===== config.mk =====
export PLATFORM = sky130hd
export DESIGN_NAME = s_out_stream_unit
export DESIGN_NICKNAME = d
export VERILOG_FILES = /design/src/rtl/s_out_stream_unit.sv
export SDC_FILE = /design/constraint.sdc
export NUM_CORES = 1
export LEC_CHECK = 0
export ABC_AREA = 1
export CORE_UTILIZATION = 40
export DETAILED_ROUTE_END_ITERATION = 12
export PLACE_DENSITY = 0.68
export SLEW_MARGIN = 20
export SYNTH_ARGS = -nofsm -noshare
export SYNTH_HDL_FRONTEND = slang
export SYNTH_SLANG_ARGS = --single-unit

===== constraint.sdc =====
create_clock -name clk_i -period 2.8 [get_ports clk_i]
set_input_delay 0.28 -clock clk_i [delete_from_list [all_inputs] [get_ports clk_i]]
set_output_delay 0.28 -clock clk_i [all_outputs]
set_load 0.01 [all_outputs]

===== src/rtl/s_out_stream_unit.sv =====
`default_nettype none
// ============================================================================
//  Module   : s_out_stream_unit
//  Purpose  : PEA output-stream stage. Captures the selected PE result into a
//             small FIFO, streams it out on valid/ready and stalls the PEA
//             when the FIFO is full. S_OUT_STREAM_LAST_EN adds length-bounded
//             streams with last/done signalling.
//  Revision : 1.0 - initial release
// ============================================================================
module s_out_stream_unit #(
    parameter int N_BITS   = 32,
    parameter int N_PE_SRC = 4,
    parameter int DEPTH    = 4
) (
    input  logic                         clk_i,
    input  logic                         rst_n_i,
    input  logic                         en_i,
    input  logic                         flush_i,
    input  logic [$clog2(N_PE_SRC)-1:0]  sel_i,
    input  logic [N_PE_SRC*N_BITS-1:0]   pe_res_i,
    input  logic [N_PE_SRC-1:0]          pe_valid_i,
    output logic                         pea_ready_o,
    output logic [N_BITS-1:0]            stream_data_o,
    output logic                         stream_valid_o,
    input  logic                         stream_ready_i
`ifdef S_OUT_STREAM_LAST_EN
    ,
    input  logic [15:0]                  len_i,
    output logic                         last_o,
    output logic                         done_o
`endif
);

    localparam int c_ptr_w = $clog2(DEPTH);
    localparam int c_cnt_w = $clog2(DEPTH + 1);
`ifdef S_OUT_STREAM_LAST_EN
    localparam int c_ent_w = N_BITS + 1;
`else
    localparam int c_ent_w = N_BITS;
`endif

    localparam logic [1:0] c_st_idle = 2'd0;
    localparam logic [1:0] c_st_run  = 2'd1;
`ifdef S_OUT_STREAM_LAST_EN
    localparam logic [1:0] c_st_done = 2'd2;
`endif

    localparam logic [c_cnt_w-1:0] c_full = c_cnt_w'(DEPTH);

    logic [1:0]          r_state;
    logic [1:0]          w_state_nxt;
    logic [c_ent_w-1:0]  r_mem [DEPTH];
    logic [c_ptr_w-1:0]  r_wr_ptr;
    logic [c_ptr_w-1:0]  r_rd_ptr;
    logic [c_ptr_w-1:0]  w_rd_ptr_inc;
    logic [c_cnt_w-1:0]  r_count;
    logic [c_ent_w-1:0]  r_head;
    logic [c_ent_w-1:0]  w_entry;
    logic [N_BITS-1:0]   w_sel_data;
    logic                w_full;
    logic                w_push;
    logic                w_pop;

    assign w_sel_data     = pe_res_i[int'(sel_i)*N_BITS +: N_BITS];
    assign w_full         = (r_count == c_full);
    assign pea_ready_o    = (r_state != c_st_run) | ~w_full;
    assign w_push         = (r_state == c_st_run) & pea_ready_o & pe_valid_i[sel_i];
    assign stream_valid_o = (r_count != '0);
    assign w_pop          = stream_valid_o & stream_ready_i;
    assign w_rd_ptr_inc   = r_rd_ptr + c_ptr_w'(1);
    assign stream_data_o  = r_head[N_BITS-1:0];

`ifdef S_OUT_STREAM_LAST_EN
    logic [15:0] r_push_cnt;
    logic        r_done;
    logic        w_push_last;

    // The element whose push makes the running count equal len_i is the last one.
    assign w_push_last = (len_i != 16'd0) &&
                         (({1'b0, r_push_cnt} + 17'd1) == {1'b0, len_i});
    assign w_entry     = {w_push_last, w_sel_data};
    assign last_o      = r_head[N_BITS] & stream_valid_o;
    assign done_o      = r_done;

    always_ff @(posedge clk_i or negedge rst_n_i) begin
        if (!rst_n_i) begin
            r_push_cnt <= 16'd0;
            r_done     <= 1'b0;
        end else if (flush_i) begin
            r_push_cnt <= 16'd0;
            r_done     <= 1'b0;
        end else begin
            if (r_state == c_st_idle)
                r_push_cnt <= 16'd0;
            else if (w_push && (r_push_cnt != 16'hFFFF))
                r_push_cnt <= r_push_cnt + 16'd1;
            r_done <= w_pop & r_head[N_BITS];
        end
    end
`else
    assign w_entry = w_sel_data;
`endif

    always_comb begin
        w_state_nxt = r_state;
        case (r_state)
            c_st_idle: if (en_i) w_state_nxt = c_st_run;
            c_st_run: begin
                if (!en_i)
                    w_state_nxt = c_st_idle;
`ifdef S_OUT_STREAM_LAST_EN
                else if (w_push && w_push_last)
                    w_state_nxt = c_st_done;
`endif
            end
`ifdef S_OUT_STREAM_LAST_EN
            c_st_done: if (!en_i) w_state_nxt = c_st_idle;
`endif
            default: w_state_nxt = c_st_idle;
        endcase
        if (flush_i)
            w_state_nxt = c_st_idle;
    end

    always_ff @(posedge clk_i or negedge rst_n_i) begin
        if (!rst_n_i)
            r_state <= c_st_idle;
        else
            r_state <= w_state_nxt;
    end

    // Storage array carries no reset; occupancy is defined solely by r_count.
    always_ff @(posedge clk_i) begin
        if (w_push)
            r_mem[r_wr_ptr] <= w_entry;
    end

    always_ff @(posedge clk_i or negedge rst_n_i) begin
        if (!rst_n_i) begin
            r_wr_ptr <= '0;
            r_rd_ptr <= '0;
            r_count  <= '0;
            r_head   <= '0;
        end else if (flush_i) begin
            r_wr_ptr <= '0;
            r_rd_ptr <= '0;
            r_count  <= '0;
            r_head   <= '0;
        end else begin
            if (w_push)
                r_wr_ptr <= r_wr_ptr + c_ptr_w'(1);
            if (w_pop)
                r_rd_ptr <= w_rd_ptr_inc;
            if (w_push && !w_pop)
                r_count <= r_count + c_cnt_w'(1);
            else if (!w_push && w_pop)
                r_count <= r_count - c_cnt_w'(1);
            // Head register holds the oldest entry; a push into an empty
            // (or emptying) FIFO bypasses the array straight into it.
            if (w_pop && (r_count > c_cnt_w'(1)))
                r_head <= r_mem[w_rd_ptr_inc];
            else if (w_push && ((r_count == '0) || w_pop))
                r_head <= w_entry;
        end
    end

`ifndef SYNTHESIS
    a_sel_stable: assert property (@(posedge clk_i) disable iff (!rst_n_i)
        (r_state == c_st_run) |=> ((r_state != c_st_run) || $stable(sel_i)));
`endif

endmodule
`default_nettype wire


=== After elaboration in Yosys (flattened, before gate mapping) ===
Memory sizes are Yosys's and may differ from the RTL's.
Index checks and enable logic that the tools add are counted.

* Bits in registers: 41
* Latch bits: 0
* Bits in writable memories: 128
* ROM bits: 0
* Input port bits: 139
* Output and inout bits: 34
* Memories: 1

* Add/subtract/negate cells: 4
* Multiply operators: 0
* Divide/modulo/power cells: 0
* Order comparisons: 2
* Equal/unequal tests: 5
* Shift operators: 1
* Muxes and demuxes: 18
* Bitwise gates (word level): 5
* Reductions and logical operators: 15

{| class="wikitable"
|+ Memory list
! memory !! words !! width !! read ports !! clocked after Yosys merged registers in !! wr ports !! RTL line !! RTL
|-
| r_mem || 4 || 32 || 1 || 0 || 1 || 52 || <nowiki>logic [c_ent_w-1:0] r_mem [DEPTH];</nowiki>
|}

{| class="wikitable"
|+ Operators by type and width
! cell !! count
|-
| $shiftx 128x8->32 || 1
|-
| $mux 32 || 3
|-
| $mux 2 || 7
|-
| $mux 3 || 3
|-
| $reduce_bool 3->1 || 3
|-
| $ne 3x3->1 const B || 2
|-
| $add 2x1->2 const B || 2
|-
| $logic_and 1x1->1 || 4
|-
| $pmux 2 s2 || 1
|-
| $reduce_bool 2->1 || 2
|-
| $add 3x1->3 const B || 1
|-
| $and 1x1->1 || 3
|-
| $eq 3x3->1 const B || 1
|-
| $gt 3x1->1 const B || 1
|-
| $logic_not 3->1 || 1
|-
| $lt 2x3->1 const B || 1
|-
| $mux 1 || 3
|-
| $sub 3x1->3 const B || 1
|-
| $bmux 1 s2 || 1
|-
| $eq 2x1->1 const B || 1
|-
| $logic_not 1->1 || 2
|-
| $logic_not 2->1 || 1
|-
| $ne 2x1->1 const B || 1
|-
| $reduce_and 2->1 || 1
|-
| other kinds (3) || 3
|}

=== Logic depth before layout (Yosys ltp) ===
Gate-level depths: netlist of the first run.

* Depth after elaboration: 10
* Depth in mapped cells: 13
* Gate-level depth less buffers: 12

=== Worst setup path before layout of the first run ===
No wires, ideal clock.

* Path kind: register to register
* Start: reg r_count[1]
* End: mem r_mem[0][0] (netlist name) (enable)
* Data arrival time: 2.486 ns
* Data required time: 2.379 ns
* Path slack: -0.108 ns
* Stages on the path, launching flop included: 6
* Buffers on the path: 0
* Clock period less this slack: 2.908 ns
* Cell sequence: dfrtp_1 -> inv_1 -> ha_1 -> a21boi_1 -> nand3_1 -> nor2_1

* Cells in the longest elaborated chain, start to end: 7

{| class="wikitable"
|+ RTL lines
! what !! RTL line !! RTL
|-
| from (decl) || 56 || <nowiki>logic [c_cnt_w-1:0] r_count;</nowiki>
|-
| from (signal assigned) || 155 || <nowiki>r_count <= r_count + c_cnt_w'(1);</nowiki>
|-
| from (signal assigned) || 157 || <nowiki>r_count <= r_count - c_cnt_w'(1);</nowiki>
|-
| $eq 3x3->1 || 65 || <nowiki>assign w_full = (r_count == c_full);</nowiki>
|-
| $not 1->1 || 66 || <nowiki>assign pea_ready_o = (r_state != c_st_run) | ~w_full;</nowiki>
|-
| $or 1x1->1 || 66 ||
|-
| $and 1x1->1 (2 in a row) || 67 || <nowiki>assign w_push = (r_state == c_st_run) & pea_ready_o & pe_valid_i[sel_i];</nowiki>
|-
| $mux 1 || 134 || <nowiki>if (w_push)</nowiki>
|-
| $mux 1 (not written as such) || 135 || <nowiki>r_mem[r_wr_ptr] <= w_entry;</nowiki>
|-
| to (decl) || 52 ||
|}

Every way passes these cells.

=== Worst setup path after layout of the first run ===
* Start: reg r_count[1]
* End: reg r_head[26] (netlist: stream_data_o[26])

* Cells in the longest elaborated chain, start to end: 7

{| class="wikitable"
|+ RTL lines
! what !! RTL line !! RTL
|-
| $eq 3x3->1 || 65 ||
|-
| $not 1->1 || 66 ||
|-
| $or 1x1->1 || 66 ||
|-
| $and 1x1->1 (2 in a row) || 67 ||
|-
| $logic_and 1x1->1 || 162 || <nowiki>else if (w_push && ((r_count == '0) || w_pop))</nowiki>
|-
| $reduce_bool 3->1 (no line) || n/a ||
|-
| to (signal assigned) || 161 || <nowiki>r_head <= r_mem[w_rd_ptr_inc];</nowiki>
|-
| to (signal assigned) || 163 || <nowiki>r_head <= w_entry;</nowiki>
|-
| to (decl) || 57 || <nowiki>logic [c_ent_w-1:0] r_head;</nowiki>
|}

Several ways; a longest one is shown, not always the timed one.
A chain may end at the register's enable or synchronous reset.

==> flow_summary.ini, run 1 <==
[place]
dpl.hpwl_mm = 14.4
dp.cells = 1300
io_buffers = 172
gp_congestion = 0.810

[global_route]
grt_max_degree = 71
grt_usage = 0.213
met3_usage = 0.0377
grt_pass1_wl_mm = 32.9
grt_pass1_vias = 6083
use_met2 = 0.337
use_met1 = 0.301
grt-busiest-layer = met2
antenna_found_initial = 0
grt-ovfl-total = 0

[sta]
slew_viol_final = 0
finClkSkew_ns = 0.00615
worstMarginPinSlew_ns = 0.734
hold_viol_final = 0
grt_setup_unrepaired = no
setup_viol_count_final = 0
timing.fmax_mhz = 459
period_needed_ns = 2.18
max_slew_margin = 0.511
period_share = 0.778

[clock_tree]
clock_path_buffers = 2
h-tree-depth = 4
cts_root_buffer = clkbuf_16
clkSinkCount = 168
post_cts_resized = 0
cts_tree = done
clk_pin_slew_ns = 0.06
clock_latency_ns = 0.42
cts-buffers-inserted = 17

[critical_path]
r2r-end = stream_data_o[26]$_DFFE_PN0P_
reg2reg_from = r_count[1]$_DFFE_PN0P_
cp_num_buf_inv = 4
cp-end-kind = register
start_kind = register
regToRegSetupSlack_ns = 0.62
worst-path-stages = 12
crit_chain = inv_1 -> ha_1 -> nand2_4 -> nand2_2 -> inv_2 -> o21ai_2 -> nand2_1 -> inv_2 -> nand2_2 -> buf_4 -> nor2_1 -> a21oi_2
slowest_delay_ns = 0.40
critPathTopFamily = simple AND/OR/NAND/NOR gates
reg2reg_depth = 12
crit_fanout = 22
startpoint = r_count[1]$_DFFE_PN0P_
endpoint = stream_data_o[26]$_DFFE_PN0P_
critPathArrivalTime_ns = 2.49
critPathKind = register to register
cp_slowest_cell = dfrtp_1
required_ns = 3.11

[synthesis]
ys_async_sr_fraction = 0.238
avgSynthCellArea_um2 = 9.12
synth_fp_nets = 1032
synth-warning-count = 0
syn_area_um2 = 8080
synth.area.top_cells = edfxtp_1, nand2_1, dfrtp_1
syn_inst = 886
ys.flop_type = edfxtp_1
yosysSeqAreaShare = 0.599
synth_edf_count = 128
synth_seq_cells = 168
synth_cell_types = 31
synth_top_area_frac = 0.476
synth.largest_area_cell = edfxtp_1
synth.most_common_cell = nand2_1
synthTopCellsByCount = nand2_1, edfxtp_1, o21ai_0

[final_layout]
fillerInstances = 1793
drive_gt1_frac = 0.0833
final_core_util = 0.546
n_antenna_cell = 0
area_delta_synth_final_pct = 32.9
final_cells = 1333
layout.nets = 1201

[pwr]
power.density_nw_per_um2 = 725
vdd_drop_max_mv = 0.388
power_leakage_uw = 0.00442

[floorplan]
initial_core_util = 0.411
die_h_um = 144
fp.dieW_um = 144
core_um2 = 19700
dieArea_um2 = 20800
core.rowCount = 51
ioPinCount = 173

[hold_path]
hold_path.class = input pin to register

[drt]
drt-total-wl_mm = 21.4
vias_per_cell = 4.95
ant_nets = 0
first_pass_iters = 5
vias = 6594
drt-initial-drc-count = 462
wl_per_cell_um = 16.0
drc = 0

[run_status]
outcome = finished, final reports clean

[flow_run]
cap_violations = 0
-- cell families (layout without fill, tap and decap cells) --
kind of cell | count (synthesis) | count (layout) | synth area share
flip-flops | 168 | 168 | 0.599
XOR/XNOR | 2 | 2 | 0.00217
AND/OR/NAND/NOR | 458 | 458 | 0.226
AO/OA/AOI/OAI | 164 | 164 | 0.111
adder cells (fa/ha/maj) | 7 | 7 | 0.0108
buffers and inverters | 87 | 269 | 0.0508
-- per-stage QoR --
step / setup WS [ns] / setup TNS (ns) / hold WS [ns] / total power (uW) / cell area [um^2]
after global placement: 0.540 / 0 / 0.498 / 5390 / 10100
final: 0.621 / 0 / 0.368 / 7780 / 10700
after floorplan: -0.108 / -13.76 / -0.0156 / 4440 / 8080
after detailed placement: 0.512 / 0 / 0.499 / 5420 / 10100
after global routing: 0.436 / 0 / 0.393 / 8160 / 10700
after CTS: 0.591 / 0 / 0.0587 / 7820 / 10700
-- cell usage in the layout, fill, tap and decap left out, types with 7 or more instances in the layout --
cell,netlist,layout
nand2_1,315,315
clkdlybuf4s50_1,0,170
edfxtp_1,128,128
o21ai_0,83,83
nor2_1,82,78
nand3_1,48,48
dfrtp_1,40,40
a21oi_1,39,38
buf_4,6,31
inv_1,25,25
clkbuf_16,0,17
o22ai_1,14,14
o21ai_1,12,12
a21oi_2,10,11
nand4_1,8,8
ha_1,7,7
-- how the worst min path moves through the flow --
stage	slack (ns)	startpoint	endpoint	depth (start not counted)
floorplan	-0.02	rst_n_i	r_count[0]$_DFFE_PN0P_	0
global placement	0.50	rst_n_i	stream_data_o[22]$_DFFE_PN0P_	1
detailed placement	0.50	rst_n_i	stream_data_o[22]$_DFFE_PN0P_	1
CTS	0.06	rst_n_i	stream_data_o[26]$_DFFE_PN0P_	1
global route	0.39	en_i	r_state[0]$_DFFE_PN0P_	3
finish	0.37	en_i	r_state[0]$_DFFE_PN0P_	3
-- worst register-to-register path, stage by stage, from the launching register on --
cell and delay (ns):
dfrtp_1 0.40, inv_1 0.13, ha_1 0.25, nand2_4 0.08, nand2_2 0.10, inv_2 0.07, o21ai_2 0.25, nand2_1 0.14
inv_2 0.09, nand2_2 0.11, buf_4 0.24, nor2_1 0.17, a21oi_2 0.04
-- where the power goes --
| part | total, uW | leakage (uW) | internal [uW] | switching [uW] |
|---|---|---|---|---|
| Sequential | 3190 | 0.00166 | 2980 | 219 |
| Combinational | 2180 | 0.00247 | 944 | 1230 |
| Clock | 2410 | 0.000287 | 1480 | 930 |
| Total | 7780 | 0.00442 | 5400 | 2380 |
-- timing repair --
action | CTS | global route
hold endpoints to repair | 0 | 40
hold buffers | 0 | 1
setup buffers | 0 | 0
-- metal layers --
metal	share of wire	routed length (um)	vias up
met5	0	0	-
met4	0.010	223	0
met3	0.061	1310	17
met2	0.46	9880	221
met1	0.47	9970	3040
li1	-	-	3316
-- layout make-up --
cell class | instances | area [um^2] | share of cell area
Clock buffer | 18 | 429 | 0.0400
Clock inverter | 14 | 181 | 0.0169
Inverter | 32 | 121 | 0.0113
Multi-Input combinational cell | 631 | 2840 | 0.265
Sequential cell | 168 | 4840 | 0.451
Tap cell | 265 | 332 | 0.0309
Timing Repair Buffer | 205 | 1990 | 0.185
-- sequential cells by signal, summed over array words and instances, names as in the netlist --
signal         flops
r_state            1
r_rd_ptr           2
r_mem            128
r_wr_ptr           2
r_count            3
stream_data_o     32
Note: power is estimated with default switching activity, not from simulation.
==> run 2: changes to the inputs <==
Clock period 2.8 ns to 2 ns, I/O delays scaled along.
==> flow_summary.ini, run 2 (synthesis gave the netlist of run 1 again) <==
[pwr]
vdd_drop_max_mv = 0.684
power.density_nw_per_um2 = 976
switching_power_uw = 3410
pwr-share-seq = 0.409
p_clk_frac = 0.277
p_comb_frac = 0.314
internal_power_uw = 7430
switching_share = 0.314
power_leakage_uw = 0.00461

[hold_path]
min_from = en_i
hold_path.class = input pin to register
worstHoldPathCells = 3
holdPathEnd = r_state[0]$_DFFE_PN0P_

[final_layout]
final_common_cell = nand2_1
mostFrequentLayoutCells = nand2_1, clkdlybuf4s50_1, edfxtp_1
largest_register_ff_count = 128
top_register = r_mem
n_antenna_cell = 0
final_cells = 1368
layout.nets = 1236
fillerInstances = 1746
area_delta_synth_final_pct = 37.3
drive_gt1_frac = 0.116

[critical_path]
critPathTopFamily = simple AND/OR/NAND/NOR gates
crit_chain = inv_1 -> ha_4 -> a21boi_2 -> nand3_4 -> nor2_4 -> buf_12
reg2reg_depth = 6
cp_num_buf_inv = 2
required_ns = 2.14
r2r-end = r_mem[0][26]$_DFFE_PP_
reg2reg_from = r_count[0]$_DFFE_PN0P_
cp-end-kind = register
cp_slowest_cell = dfrtp_1
crit_fanout = 15
start_kind = register
critPathArrivalTime_ns = 2.08
slowest_delay_ns = 0.37
regToRegSetupSlack_ns = 0.06
critPathKind = register to register

[clock_tree]
clk_pin_slew_ns = 0.06
h-tree-depth = 4
clkSinkCount = 168
cts_tree = done
cts_root_buffer = clkbuf_16
cts-buffers-inserted = 17
clock_path_buffers = 2
clock_latency_ns = 0.43

[sta]
timing.fmax_mhz = 516
hold_viol_final = 0
grt_setup_unrepaired = no
finClkSkew_ns = 0.00495
period_needed_ns = 1.94
worstMarginPinSlew_ns = 0.592
max_slew_margin = 0.605
slew_viol_final = 0
setup_ws_ns = 0.0610
period_share = 0.970
setup_viol_count_final = 0
holdWs_ns = 0.300

[drt]
drc = 0
first_pass_iters = 6
vias_per_cell = 5.06
drt-total-wl_mm = 22.3
ant_nets = 0
vias = 6927
drt-initial-drc-count = 654
wl_per_cell_um = 16.3

[global_route]
grt_pass1_vias = 6629
grt_usage = 0.228
antenna_found_initial = 0
grt-ovfl-total = 0
grt_pass1_wl_mm = 35.5
grt_max_degree = 59

[run_status]
outcome = finished, final reports clean

[place]
dp.cells = 1333
dpl_worst_slack_ns = -0.0892
dpl.hpwl_mm = 15.4
io_buffers = 172
gp_congestion = 0.788

[floorplan]
die_h_um = 144
ioPinCount = 173
dieArea_um2 = 20800
fp.dieW_um = 144
core_um2 = 19700
core.rowCount = 51
initial_core_util = 0.411

[flow_run]
cap_violations = 0
run 2: changes by cell type in the layout (fill, tap and decap cells not counted), moves of 2 or more:
cell,change
buf_12,+9
buf_4,+23
buf_6,+2
bufinv_16,-3
clkbuf_1,+3
clkinv_1,-2
clkinv_2,+4
clkinvlp_4,-2
nor2_2,-4
nor2_4,+4
run 2: stage by stage:
stage	TNS [ns]	instance area [um^2]	util	power, uW
after detailed placement	-8.92	10500	0.535	7850
after floorplan	0	8130	-	6240
final	0	11100	0.565	10800
after CTS	0	11100	0.563	10800
after global routing	0	11100	0.565	11400
after global placement	-2.03	10500	0.535	7790
run 2: worst max-delay path by stage:
stage	to	cells past startpoint	slack (ns)	start
after floorplan	r_mem[0][0]$_DFFE_PP_	5	0.007	r_count[1]$_DFFE_PN0P_
after global placement	r_mem[0][26]$_DFFE_PP_	6	-0.04	sel_i[1]
after detailed placement	r_mem[0][26]$_DFFE_PP_	6	-0.09	sel_i[1]
after CTS	stream_data_o[20]$_DFFE_PN0P_	12	0.03	r_count[0]$_DFFE_PN0P_
after global routing	r_mem[0][10]$_DFFE_PP_	6	0.005	r_count[0]$_DFFE_PN0P_
final	r_mem[0][26]$_DFFE_PP_	6	0.06	r_count[0]$_DFFE_PN0P_
run 2: power by group through the flow:
stage               logic [uW]  clock network (uW)  registers, uW
floorplan                 1740                   0           4500
global placement          3280                   0           4510
detailed placement        3340                   0           4510
CTS                       3360                3030           4440
global route              3750                3180           4470
finish                    3400                3000           4430
run 2: per-layer routing:
layer / GRT usage / wire length (um) / up-vias
li1: - / - / 3384
met3: 0.0387 / 1490 / 24
met4: 0.0687 / 318 / 0
met5: 0 / 0 / -
met1: 0.325 / 10300 / 3253
met2: 0.357 / 10200 / 266
run 2: worst min-delay path, cell delays in order:
cell and delay [ns]:
clkdlybuf4s50_1 0.40, inv_1 0.06, nor2_1 0.04
run 2: layout make-up:
cell class	instances	area, um^2	area share
inverter	32	124	0.0112
clock buffer	22	454	0.0409
sequential	168	4850	0.437
multi-input combinational	631	2890	0.261
clock inverter	10	80.1	0.00722
tap	265	332	0.0299
timing repair buffer	240	2370	0.214
run 2: what timing repair did:
item | 4_1_cts | 5_1_grt
setup endpoints to repair | 0 | 131
setup buffers | 0 | 2
resized for setup | 0 | 6
hold buffers | 1 | 0
endpoints found under the hold margin | 40 | 0
==> run 3: changes to the inputs <==
Settings changed: PLACE_DENSITY 0.68 to 0.79.
==> flow_summary.ini, run 3 (synthesis gave the netlist of run 1 again) <==
[run_status]
outcome = finished, final reports clean

[sta]
finClkSkew_ns = 0.0123
worstMarginPinSlew_ns = 0.779
timing.fmax_mhz = 523
hold_viol_final = 0
period_needed_ns = 1.91
period_share = 0.957
slew_viol_final = 0
max_slew_margin = 0.475
setup_viol_count_final = 0
finalSetupTns_ns = 0

[floorplan]
initial_core_util = 0.411
die_h_um = 144
core.rowCount = 51
ioPinCount = 173
fp.dieW_um = 144
dieArea_um2 = 20800
core_um2 = 19700

[critical_path]
reg2reg_depth = 12
regToRegSetupSlack_ns = 0.09
r2r-end = stream_data_o[14]$_DFFE_PN0P_
cp-end-kind = register
endpoint = stream_data_o[14]$_DFFE_PN0P_
critPathKind = register to register
startpoint = r_count[0]$_DFFE_PN0P_
reg2reg_from = r_count[0]$_DFFE_PN0P_
crit_fanout = 33
critPathArrivalTime_ns = 2.23
required_ns = 2.31
start_kind = register

[pwr]
vdd_drop_max_mv = 0.741
power_leakage_uw = 0.00459
power.density_nw_per_um2 = 1000

[global_route]
grt_pass1_wl_mm = 34.1
grt_usage = 0.220
grt-ovfl-total = 0
grt_pass1_vias = 6561
grt_max_degree = 69
antenna_found_initial = 0

[place]
dpl.hpwl_mm = 15.4
gp_congestion = 0.852
io_buffers = 172

[drt]
wl_per_cell_um = 16.5
drt-initial-drc-count = 650
ant_nets = 0
drc = 0
drt-total-wl_mm = 22.3
first_pass_iters = 8
vias = 7010
vias_per_cell = 5.17
maxUsedRoutingLayer = met4
wl_met1_mm = 9.55
wl_met3_mm = 1.77
wl_met2_mm = 10.5

[hold_path]
hold_path.class = input pin to asynchronous set/reset pin

[clock_tree]
clock_latency_ns = 0.44
clk_pin_slew_ns = 0.07
cts_root_buffer = clkbuf_16
clkSinkCount = 168
cts-buffers-inserted = 17
clock_path_buffers = 2
cts_tree = done
h-tree-depth = 4

[final_layout]
fillerInstances = 1693
final_core_util = 0.562
mostFrequentLayoutCells = nand2_1, clkdlybuf4s50_1, edfxtp_1
area_delta_synth_final_pct = 36.7
layout.nets = 1225
final_common_cell = nand2_1
n_antenna_cell = 0
top_register = r_mem
largest_register_ff_count = 128
drive_gt1_frac = 0.106

[flow_run]
cap_violations = 0
==> run 3: cell types whose count changed in the layout (fill, tap and decap cells not counted), sizes merged <==
| cell | delta |
|---|---|
| buf | -11 |
| clkdlybuf4s50 | -2 |
| clkinvlp | -2 |
| bufinv | +1 |
| clkbuf | +3 |
| dlygate4sd2 | +1 |
| dlymetal6s2s | +1 |
| clkinv | -2 |
==> run 3: final cells by class <==
type	instances	area, um^2	area share
well taps	265	332	0.0300
clock inverters	7	92.6	0.00838
multi-input cells	631	2900	0.262
repair buffers	229	2270	0.205
flip-flops and latches	168	4850	0.438
inverters	32	121	0.0110
clock buffers	25	495	0.0448
==> run 3: metrics by stage <==
stage | power, uW | area, um^2 | setup slack [ns] | hold slack (ns) | cells
6_report | 11000 | 11100 | 0.0866 | 0.207 | 1357
5_1_grt | 11500 | 11100 | -0.00892 | 0.263 | 1357
4_1_cts | 11000 | 11000 | 0.0281 | 0.226 | 1355
3_5_place_dp | 7790 | 10400 | -0.162 | 0.122 | 1322
3_3_place_gp | 7690 | 10400 | -0.0917 | 0.107 | 1322
2_1_floorplan | 6240 | 8130 | 0.00740 | -0.0956 | 886
==> run 3: how the worst min path moves through the flow <==
stage	from	end	cells past startpoint
after floorplan	rst_n_i	r_count[0]$_DFFE_PN0P_	0
after global placement	rst_n_i	stream_data_o[20]$_DFFE_PN0P_	1
after detailed placement	rst_n_i	stream_data_o[20]$_DFFE_PN0P_	1
after CTS	rst_n_i	stream_data_o[4]$_DFFE_PN0P_	2
after global routing	rst_n_i	stream_data_o[4]$_DFFE_PN0P_	2
final	rst_n_i	stream_data_o[0]$_DFFE_PN0P_	2
==> run 3: worst max-delay path, cell delays in order, from the launching register on <==
cell     delay (ns)
dfrtp_1        0.40
inv_1          0.15
ha_4           0.19
nand2_4        0.06
nand2_2        0.11
inv_2          0.07
o21ai_2        0.10
nand2_1        0.09
inv_2          0.13
nand2_2        0.10
buf_12         0.19
nor2_1         0.15
a21oi_2        0.04
==> run 3: layer usage <==
metal,up-vias,track usage
met5,-,0
met4,0,0.0920
met3,27,0.0474
met2,337,0.351
met1,3285,0.291
li1,3361,-
==> run 3: report_power, final <==
part	switching (uW)	internal [uW]
clock network	1290	1970
registers	261	4170
logic	1890	1470
==> run 3: what timing repair did <==
action / in CTS / in global routing
setup endpoints to repair: 2 / 93
hold endpoints to repair: 10 / 0
pin swaps: 0 / 0
buffers inserted: 0 / 2
resized for setup: 2 / 3
hold buffers: 1 / 0
